$ cat src/rtl/module_7seg_lector_if.sv
// rtl/module_7seg_lector_if.sv - display-side pins and decoded outputs of the 7-segment reader (err_cnt_o under SEG7_LECTOR_ERRCNT_EN)
interface module_7seg_lector_if #(
    parameter int N_DIGITS  = 4
`ifdef SEG7_LECTOR_ERRCNT_EN
    ,
    parameter int ERR_CNT_W = 8
`endif
);
    localparam int IDX_W = (N_DIGITS > 1) ? $clog2(N_DIGITS) : 1;

    logic [N_DIGITS-1:0]   anodo_n;
    logic [6:0]            seg_n;
    logic [4*N_DIGITS-1:0] digits_o;
    logic [N_DIGITS-1:0]   digit_valid_o;
    logic                  update_o;
    logic [IDX_W-1:0]      update_idx_o;
    logic                  err_o;
`ifdef SEG7_LECTOR_ERRCNT_EN
    logic [ERR_CNT_W-1:0]  err_cnt_o;
`endif

    modport master (
`ifdef SEG7_LECTOR_ERRCNT_EN
        input  err_cnt_o,
`endif
        output anodo_n,
        output seg_n,
        input  digits_o,
        input  digit_valid_o,
        input  update_o,
        input  update_idx_o,
        input  err_o
    );

    modport slave (
`ifdef SEG7_LECTOR_ERRCNT_EN
        output err_cnt_o,
`endif
        input  anodo_n,
        input  seg_n,
        output digits_o,
        output digit_valid_o,
        output update_o,
        output update_idx_o,
        output err_o
    );
endinterface

$ cat src/rtl/module_7seg_lector.sv
// rtl/module_7seg_lector.sv - samples a multiplexed common-anode 7-seg display and decodes settled glyphs per digit
// Optional saturating error counter enabled by defining SEG7_LECTOR_ERRCNT_EN.
module module_7seg_lector #(
    parameter int N_DIGITS      = 4,
    parameter int STABLE_CYCLES = 8
`ifdef SEG7_LECTOR_ERRCNT_EN
    ,
    parameter int ERR_CNT_W     = 8
`endif
) (
    input  logic                clk,
    input  logic                rst,
    module_7seg_lector_if.slave bus
);
    localparam int IDX_W = (N_DIGITS > 1) ? $clog2(N_DIGITS) : 1;
    localparam int CNT_W = $clog2(STABLE_CYCLES + 1);

    typedef enum logic [1:0] {
        ST_IDLE  = 2'd0,
        ST_TRACK = 2'd1,
        ST_DONE  = 2'd2
    } state_t;

    state_t                state_q, state_d;
    logic [N_DIGITS-1:0]   a_meta_q, a_meta_d, sa_q, sa_d;
    logic [6:0]            s_meta_q, s_meta_d, ss_q, ss_d;
    logic [N_DIGITS-1:0]   snap_a_q, snap_a_d;
    logic [6:0]            snap_s_q, snap_s_d;
    logic [CNT_W-1:0]      cnt_q, cnt_d;
    logic [4*N_DIGITS-1:0] digits_q, digits_d;
    logic [N_DIGITS-1:0]   valid_q, valid_d;
    logic                  upd_q, upd_d;
    logic [IDX_W-1:0]      idx_q, idx_d;
    logic                  err_q, err_d;
`ifdef SEG7_LECTOR_ERRCNT_EN
    logic [ERR_CNT_W-1:0]  errcnt_q, errcnt_d;
`endif

    logic                  sel_legal;
    logic [IDX_W-1:0]      sel_idx;
    logic                  same;
    logic                  rescan;
    logic                  decode_now;
    logic [6:0]            pattern;
    logic [4:0]            glyph;

    // Returns {hit, value}; pattern is active-high {a,b,c,d,e,f,g}.
    function automatic logic [4:0] decode_glyph(input logic [6:0] p);
        case (p)
            7'h7E:   decode_glyph = {1'b1, 4'h0};
            7'h30:   decode_glyph = {1'b1, 4'h1};
            7'h6D:   decode_glyph = {1'b1, 4'h2};
            7'h79:   decode_glyph = {1'b1, 4'h3};
            7'h33:   decode_glyph = {1'b1, 4'h4};
            7'h5B:   decode_glyph = {1'b1, 4'h5};
            7'h5F:   decode_glyph = {1'b1, 4'h6};
            7'h70:   decode_glyph = {1'b1, 4'h7};
            7'h7F:   decode_glyph = {1'b1, 4'h8};
            7'h7B:   decode_glyph = {1'b1, 4'h9};
            7'h77:   decode_glyph = {1'b1, 4'hA};
            7'h1F:   decode_glyph = {1'b1, 4'hB};
            7'h4E:   decode_glyph = {1'b1, 4'hC};
            7'h3D:   decode_glyph = {1'b1, 4'hD};
            7'h4F:   decode_glyph = {1'b1, 4'hE};
            7'h47:   decode_glyph = {1'b1, 4'hF};
            default: decode_glyph = 5'd0;
        endcase
    endfunction

    always_comb begin
        sel_legal = ($countones(~sa_q) == 1);
        sel_idx   = '0;
        for (int i = 0; i < N_DIGITS; i++) begin
            if (!sa_q[i]) sel_idx = IDX_W'(i);
        end
        same    = (sa_q == snap_a_q) && (ss_q == snap_s_q);
        pattern = ~ss_q;
        glyph   = decode_glyph(pattern);
    end

    always_comb begin
        a_meta_d   = bus.anodo_n;
        s_meta_d   = bus.seg_n;
        sa_d       = a_meta_q;
        ss_d       = s_meta_q;
        state_d    = state_q;
        snap_a_d   = snap_a_q;
        snap_s_d   = snap_s_q;
        cnt_d      = cnt_q;
        digits_d   = digits_q;
        valid_d    = valid_q;
        upd_d      = 1'b0;
        idx_d      = idx_q;
        err_d      = 1'b0;
`ifdef SEG7_LECTOR_ERRCNT_EN
        errcnt_d   = errcnt_q;
`endif
        rescan     = 1'b0;
        decode_now = 1'b0;

        case (state_q)
            ST_IDLE:  rescan = 1'b1;
            ST_TRACK: begin
                if (same) begin
                    cnt_d = cnt_q + CNT_W'(1);
                    if (cnt_q == CNT_W'(STABLE_CYCLES - 1)) begin
                        decode_now = 1'b1;
                        state_d    = ST_DONE;
                    end
                end else begin
                    rescan = 1'b1;
                end
            end
            // A held digit stays here so it is decoded only once per appearance.
            ST_DONE:  rescan = !same;
            default:  state_d = ST_IDLE;
        endcase

        if (rescan) begin
            if (sel_legal) begin
                snap_a_d = sa_q;
                snap_s_d = ss_q;
                cnt_d    = CNT_W'(1);
                state_d  = ST_TRACK;
            end else begin
                cnt_d    = '0;
                state_d  = ST_IDLE;
            end
        end

        if (decode_now) begin
            if (glyph[4]) begin
                digits_d[int'(sel_idx) * 4 +: 4] = glyph[3:0];
                valid_d[sel_idx]                 = 1'b1;
                upd_d                            = 1'b1;
                idx_d                            = sel_idx;
            end else if (pattern != 7'h00) begin
                err_d = 1'b1;
`ifdef SEG7_LECTOR_ERRCNT_EN
                if (errcnt_q != '1) errcnt_d = errcnt_q + ERR_CNT_W'(1);
`endif
            end
        end
    end

    always_ff @(posedge clk) begin
        if (rst) begin
            a_meta_q <= '1;
            s_meta_q <= '1;
            sa_q     <= '1;
            ss_q     <= '1;
            state_q  <= ST_IDLE;
            snap_a_q <= '1;
            snap_s_q <= '1;
            cnt_q    <= '0;
            digits_q <= '0;
            valid_q  <= '0;
            upd_q    <= 1'b0;
            idx_q    <= '0;
            err_q    <= 1'b0;
`ifdef SEG7_LECTOR_ERRCNT_EN
            errcnt_q <= '0;
`endif
        end else begin
            a_meta_q <= a_meta_d;
            s_meta_q <= s_meta_d;
            sa_q     <= sa_d;
            ss_q     <= ss_d;
            state_q  <= state_d;
            snap_a_q <= snap_a_d;
            snap_s_q <= snap_s_d;
            cnt_q    <= cnt_d;
            digits_q <= digits_d;
            valid_q  <= valid_d;
            upd_q    <= upd_d;
            idx_q    <= idx_d;
            err_q    <= err_d;
`ifdef SEG7_LECTOR_ERRCNT_EN
            errcnt_q <= errcnt_d;
`endif
        end
    end

    assign bus.digits_o      = digits_q;
    assign bus.digit_valid_o = valid_q;
    assign bus.update_o      = upd_q;
    assign bus.update_idx_o  = idx_q;
    assign bus.err_o         = err_q;
`ifdef SEG7_LECTOR_ERRCNT_EN
    assign bus.err_cnt_o     = errcnt_q;
`endif
endmodule

$ cat src/flat_wrapper.sv
// flat-port wrapper written by rule: the top's interface ports become plain ports
module module_7seg_lector_flat 
#(
    parameter int N_DIGITS      = 4,
    parameter int STABLE_CYCLES = 8

)
  (clk, rst, bus_anodo_n, bus_seg_n, bus_digits_o, bus_digit_valid_o, bus_update_o, bus_update_idx_o, bus_err_o);
  module_7seg_lector_if #(.N_DIGITS(N_DIGITS)) bus_i ();
  input  logic clk;
  input  logic rst;
  input wire logic [$bits(bus_i.anodo_n)-1:0] bus_anodo_n;
  input wire logic [$bits(bus_i.seg_n)-1:0] bus_seg_n;
  output wire logic [$bits(bus_i.digits_o)-1:0] bus_digits_o;
  output wire logic [$bits(bus_i.digit_valid_o)-1:0] bus_digit_valid_o;
  output wire logic [$bits(bus_i.update_o)-1:0] bus_update_o;
  output wire logic [$bits(bus_i.update_idx_o)-1:0] bus_update_idx_o;
  output wire logic [$bits(bus_i.err_o)-1:0] bus_err_o;
  assign bus_i.anodo_n = bus_anodo_n;
  assign bus_i.seg_n = bus_seg_n;
  assign bus_digits_o = bus_i.digits_o;
  assign bus_digit_valid_o = bus_i.digit_valid_o;
  assign bus_update_o = bus_i.update_o;
  assign bus_update_idx_o = bus_i.update_idx_o;
  assign bus_err_o = bus_i.err_o;
  module_7seg_lector #(.N_DIGITS(N_DIGITS), .STABLE_CYCLES(STABLE_CYCLES)) u_core (.clk(clk), .rst(rst), .bus(bus_i));
endmodule
$ cat config.mk
export PLATFORM = sky130hd
export DESIGN_NAME = module_7seg_lector_flat
export DESIGN_NICKNAME = d
export VERILOG_FILES = /design/src/rtl/module_7seg_lector_if.sv /design/src/rtl/module_7seg_lector.sv /design/src/flat_wrapper.sv
export SDC_FILE = /design/constraint.sdc
export NUM_CORES = 1
export LEC_CHECK = 0
export BUFFER_PORTS_ARGS = -buffer_cell sky130_fd_sc_hd__buf_2
export CORE_MARGIN = 2
export CORE_UTILIZATION = 35
export CTS_CLUSTER_DIAMETER = 60
export DETAILED_ROUTE_END_ITERATION = 8
export GPL_TIMING_DRIVEN = 1
export PLACE_DENSITY = 0.49
export SYNTH_ARGS = -nofsm -noshare
export SYNTH_HDL_FRONTEND = slang
export SYNTH_SLANG_ARGS = --single-unit
$ cat constraint.sdc
create_clock -name clk -period 2.75 [get_ports clk]
set_input_delay 0.1375 -clock clk [delete_from_list [all_inputs] [get_ports clk]]
set_output_delay 0.1375 -clock clk [all_outputs]
set_load 0.1 [all_outputs]
# ---- Word level (Yosys, flattened, before mapping)
# Cells that the tools add are included.
# Widths: inputs -> output; s select.
dict set report totals {
  output_inout_bits 24
  rom_bits 0
  ramBits 0
  regBits 63
  in_bits 13
  wordCells 88
  latch_bits 0
  memories 0
}
dict set report op_classes {
  muxes 23
  reduce_logical 14
  n_bitwise 4
  shift 2
  n_addsub 5
  n_div 0
  n_eq_ne 25
  n_mul 0
  order_cmp 2
}
# operator count
set ops {}
lappend ops {{$eq 7x7->1 const B} 12}
lappend ops {{$pmux 5 s16} 1}
lappend ops {{$neg 4->33} 1}
lappend ops {{$shift 4x33->16 const A} 1}
lappend ops {{$shiftx 4x33->16} 1}
lappend ops {{$add 32x32->32} 1}
lappend ops {{$eq 32x2->1 const B} 1}
lappend ops {{$eq 7x6->1 const B} 3}
lappend ops {{$bwmux 16} 1}
lappend ops {{$mux 4} 3}
lappend ops {{$mux 1} 10}
lappend ops {{$mux 2} 5}
lappend ops {{$eq 7x5->1 const B} 1}
lappend ops {{$eq 7x7->1} 1}
lappend ops {{$not 7->7} 1}
lappend ops {{$reduce_bool 7->1} 1}
lappend ops {{$ne 3x1->1 const B} 2}
lappend ops {{$reduce_and 2->1} 3}
lappend ops {{$add 1x1->2} 2}
lappend ops {{$add 4x1->4 const B} 1}
lappend ops {{$eq 4x3->1 const B} 1}
lappend ops {{$eq 4x4->1} 1}
lappend ops {{$not 4->4} 1}
lappend ops {{$or 4x4->4} 1}
lappend ops {{16 further kinds} 19}

# ---- Logic depth before layout (Yosys ltp)
dict set report depth {
  ltp_word 8
  ltp_mapped 9
  depth_no_buf 9
}

# ---- Worst setup path before layout
# No wires, ideal clock.
dict set report synth_path {
  kind {flip-flop to flip-flop}
  from {register u_core.sa_q[3]}
  to {register u_core.snap_a_q[0]}
  synth_period_minus_slack_ns 2.294
  stages_incl_launch_ff 10
  path_slack_ns 0.456
  setup_ns 0.141
  t_arrival_ns 2.152
  n_path_buf 1
  required_ns 2.609
  cell_sequence {dfxtp_1 inv_1 ha_1 ha_1 fa_1 nor3b_1 o21ai_0 clkbuf_1 o21ai_0 o211ai_1}
}
dict set report synth_between {
  elab_chain_len 5
  word_cells_on_any_way 10
  classes_between {add/sub: 2; eq/ne: 2; mux: 2; bitwise: 1; reduce/logical: 3}
}
# item line
set synth_lines {}
lappend synth_lines {{start: declaration} module_7seg_lector.sv:25} ;# logic [N_DIGITS-1:0] a_meta_q, a_meta_d, sa_q, sa_d;
lappend synth_lines {{start signal: assignment} module_7seg_lector.sv:150} ;# sa_q <= '1;
lappend synth_lines {{start signal: assignment} module_7seg_lector.sv:167} ;# sa_q <= sa_d;
lappend synth_lines {{$not 4->4 or $eq 4x4->1 (tied branches)} {module_7seg_lector.sv:71, module_7seg_lector.sv:76}}
lappend synth_lines {{$add 1x1->2 (not written as such) or $logic_and 1x1->1 (tied branches)} {module_7seg_lector.sv:71, module_7seg_lector.sv:76}}
lappend synth_lines {{$add 32x32->32 (not written as such) (tied with other cells)} module_7seg_lector.sv:71} ;# sel_legal = ($countones(~sa_q) == 1);
lappend synth_lines {{$eq 32x2->1 or $pmux 1 s3 (tied branches)} {module_7seg_lector.sv:71, module_7seg_lector.sv:101}}
lappend synth_lines {{$reduce_and 2->1 (no source line) (*)} --}
lappend synth_lines {{end signal: assignment} module_7seg_lector.sv:170} ;# snap_a_q <= snap_a_d;
lappend synth_lines {{end: declaration} module_7seg_lector.sv:27} ;# logic [N_DIGITS-1:0] snap_a_q, snap_a_d;
# Every way passes the cells marked *; elsewhere a longest branch is shown, timed or not.
# A chain may end at the register's enable or synchronous reset.

# ---- Final worst setup path
dict set report layout_path {
  from {register u_core.sa_q[2]}
  to {register u_core.snap_a_q[3]}
}
# The elaborated chain is that of the path after synthesis.

==> run_results.csv <==
group,metric,value,unit
cts,cts.sinks,63,
cts,clkTransAtPathRegs,70,ps
synthesis,yosys_most_used_dff,"dfxtp_1",
sta,fmax,0.393,GHz
global_route,grt_pass1_vias,2397,
placed_design,hpwlAfterDp,4910,µm
finish,fin_nets,400,
global_route,grt_overflow,0,
routing,drt_iter0_markers,85,
die,die_area,0.00958,mm²
sta,min_period,2550,ps
routing,wl_per_cell,14.6,µm
worst_setup_path,cp_max_fo,7,
worst_setup_path,startpoint_type,"flip-flop",
run,cap_violations,0,
sta,skew,6.03,ps
pwr,p_per_area,584,mW/mm²
pwr,clock_power_share,0.422,
synthesis,yosys-top-cells-area,"dfxtp_1 (41%), or2_2 (5.1%), mux2i_1 (4.9%)",
pwr,p_sw,553,µW
routing,wl,7200,µm
pwr,power_leakage,1.50,nW
finish,nFillCells,882,
routing,ant_nets,0,
synthesis,yosysTopAreaCellShare,0.409,
sta,final-setup-viol-count,0,
synthesis,synth_cells,335,
placed_design,place_ws,129,ps
die,dieWidth,97.9,µm
worst_setup_path,r2r_start,"u_core.sa_q[2]$_SDFF_PP1_",
synthesis,synth-async-reset-ratio,0,
finish,utilization,0.427,
sta,fin_crit_sh,0.926,
sta,worstMarginPinSlew,774,ps
min_path,min_path_cells,2,
finish,drive_above_1_share,0.242,
status,outcome,"complete, no violations",
synthesis,ys_types,62,
sta,hold_viol_final,0,
worst_setup_path,arrival,2800,ps
synthesis,synth_area,0.00308,mm²
global_route,grt_max_degree,45,
sta,slew_viol_final,0,
die,ios,37,
sta,layout_setup_ws,204,ps
pwr,swShare,0.257,
cts,cts_max_path_buffers,2,
worst_setup_path,r2r_slack,200,ps
pwr,sequentialPowerShare,0.459,
finish,layout_commonest_cell,"dfxtp_1",
worst_setup_path,end_kind,"flip-flop",
synthesis,ys_seq_area_frac,0.409,
placed_design,gp_congestion,0.771,
die,initial_utilization,0.357,
sta,relSlewSlack,0.479,
synthesis,syn_area_per_cell,9.20,µm²
pwr,combinationalPowerShare,0.119,
cts,cts_setup_buffers,0,
synthesis,ys_ff_latch,63,
cts,cts_root_buffer,"clkbuf_8",
cts,cts_made_buffers,9,
routing,post-route-drc-count,0,
routing,vias,2558,
synthesis,yosysWarningCount,0,
pwr,internal_power,1.60,mW
worst_setup_path,crit_start,"u_core.sa_q[2]$_SDFF_PP1_",
pwr,peakVddDrop,0.300,mV
die,die_h,97.9,µm
synthesis,yosysTopAreaCell,"dfxtp_1",
die,fp-row-count,34,
finish,final_cell_mix,"dfxtp_1 (63), nand2_1 (39), buf_2 (36)",
global_route,grt_antenna_before_repair,0,
cts,clock_latency,340,ps
worst_setup_path,crit_type,"flip-flop to flip-flop",
cts,htreeDepth,3,
worst_setup_path,regToRegEndpoint,"u_core.snap_a_q[3]$_SDFFE_PP1P_",
min_path,hp-start,"rst",
worst_setup_path,worstPathRequired,3010,ps
global_route,grt_usage,0.158,
min_path,min_path_type,"input pin to flip-flop",
routing,firstDrtPassIters,4,
min_path,min_to,"u_core.bus.update_o$_SDFF_PP0_",
finish,diodes,0,
worst_setup_path,rr_worst_depth,9,
synthesis,synth_edf_count,0,
cts,cts_tree,"built",
placed_design,port-buffer-count,36,
global_route,grt_first_pass_wirelength,12100,µm
die,core_area,0.00864,mm²
finish,area_delta_synth_final,19.7,%
synthesis,synth_nets,356,
routing,viasPerCell,5.20,
through the flow:
| step | total power, mW | hold WS [ps] | cells | setup TNS, ps | instance area [µm²] |
|---|---|---|---|---|---|
| after floorplan | 1.18 | 241 | 335 | 0 | 3080 |
| after global placement | 1.25 | 320 | 465 | 0 | 3350 |
| after detailed placement | 1.25 | 322 | 465 | 0 | 3350 |
| after CTS | 2.18 | 346 | 492 | 0 | 3690 |
| after global routing | 2.28 | 369 | 492 | -1.05 | 3690 |
| final | 2.16 | 357 | 492 | 0 | 3690 |
area by class of cell:
cell class	count	area, µm²	area share
flip-flops and latches	63	1260	0.342
inverters	14	52.6	0.0142
clock inverters	5	81.3	0.0220
repair buffers	57	365	0.0990
well taps	108	135	0.0366
clock buffers	11	141	0.0383
multi-input cells	234	1650	0.448
power groups by stage:
stage,logic (mW),clock network (mW),registers (mW)
2_1_floorplan,0.190,0,0.993
5_1_grt,0.289,0.992,0.996
4_1_cts,0.256,0.939,0.990
3_3_place_gp,0.240,0,1.01
6_report,0.257,0.909,0.990
3_5_place_dp,0.243,0,1.01
logic make-up after synthesis:
kind of cell / synth area share
fa+ha+maj: 0.0349
simple gates: 0.233
xor+xnor: 0.0369
flops: 0.409
buf+inv: 0.0560
compound gates: 0.182
mux: 0.0487
flip-flops by register name, summed over array words and instances, names as in the netlist:
| signal | count |
|---|---|
| u_core.bus.digits_o | 16 |
| u_core.s_meta_q | 7 |
| u_core.snap_s_q | 7 |
| u_core.ss_q | 7 |
| u_core.a_meta_q | 4 |
| u_core.bus.digit_valid_o | 4 |
| u_core.cnt_q | 4 |
| u_core.sa_q | 4 |
| u_core.snap_a_q | 4 |
| u_core.bus.update_idx_o | 2 |
| u_core.state_q | 2 |
| u_core.bus.err_o | 1 |
| u_core.bus.update_o | 1 |
how the worst max path moves through the flow:
stage,depth (start not counted),end
after global placement,9,u_core.snap_a_q[2]$_SDFFE_PP1P_
after detailed placement,9,u_core.snap_a_q[1]$_SDFFE_PP1P_
after CTS,9,u_core.snap_a_q[3]$_SDFFE_PP1P_
after floorplan,9,u_core.snap_a_q[0]$_SDFFE_PP1P_
after global routing,9,u_core.snap_a_q[3]$_SDFFE_PP1P_
final,9,u_core.snap_a_q[3]$_SDFFE_PP1P_
synthesized netlist by cell type, drive strengths merged, types with 5 or more instances:
| cell type | n |
|---|---|
| dfxtp | 63 |
| nand2 | 39 |
| or2 | 25 |
| o21ai | 19 |
| clkbuf | 15 |
| mux2i | 15 |
| inv | 14 |
| xnor2 | 12 |
| nor2 | 11 |
| buf | 9 |
| a211oi | 7 |
| a31oi | 7 |
| ha | 7 |
| o211ai | 7 |
| nor3 | 6 |
| nor4b | 6 |
| and4 | 5 |
| nand4 | 5 |
routing by layer:
metal	GRT usage	vias to the layer above	routed length, µm
met5	0	-	0
met4	0.0513	0	51
met3	0.0458	4	216
met2	0.242	46	3360
met1	0.216	1220	3570
li1	-	1288	-
worst max-delay path, cell delays in order, from the launching register on:
cell and delay (ps):
dfxtp_1 370, inv_1 110, ha_1 310, ha_1 190, fa_1 460, nor3b_1 350
o21ai_2 170, inv_1 100, nand2_1 170, o211ai_1 240
what timing repair did:
item | 4_1_cts | 5_1_grt
resized for setup | 0 | 2
hold endpoints to repair | 11 | 0
endpoints found under the setup margin | 0 | 12
hold buffers | 11 | 0
Power figures use the tool's default switching activity.
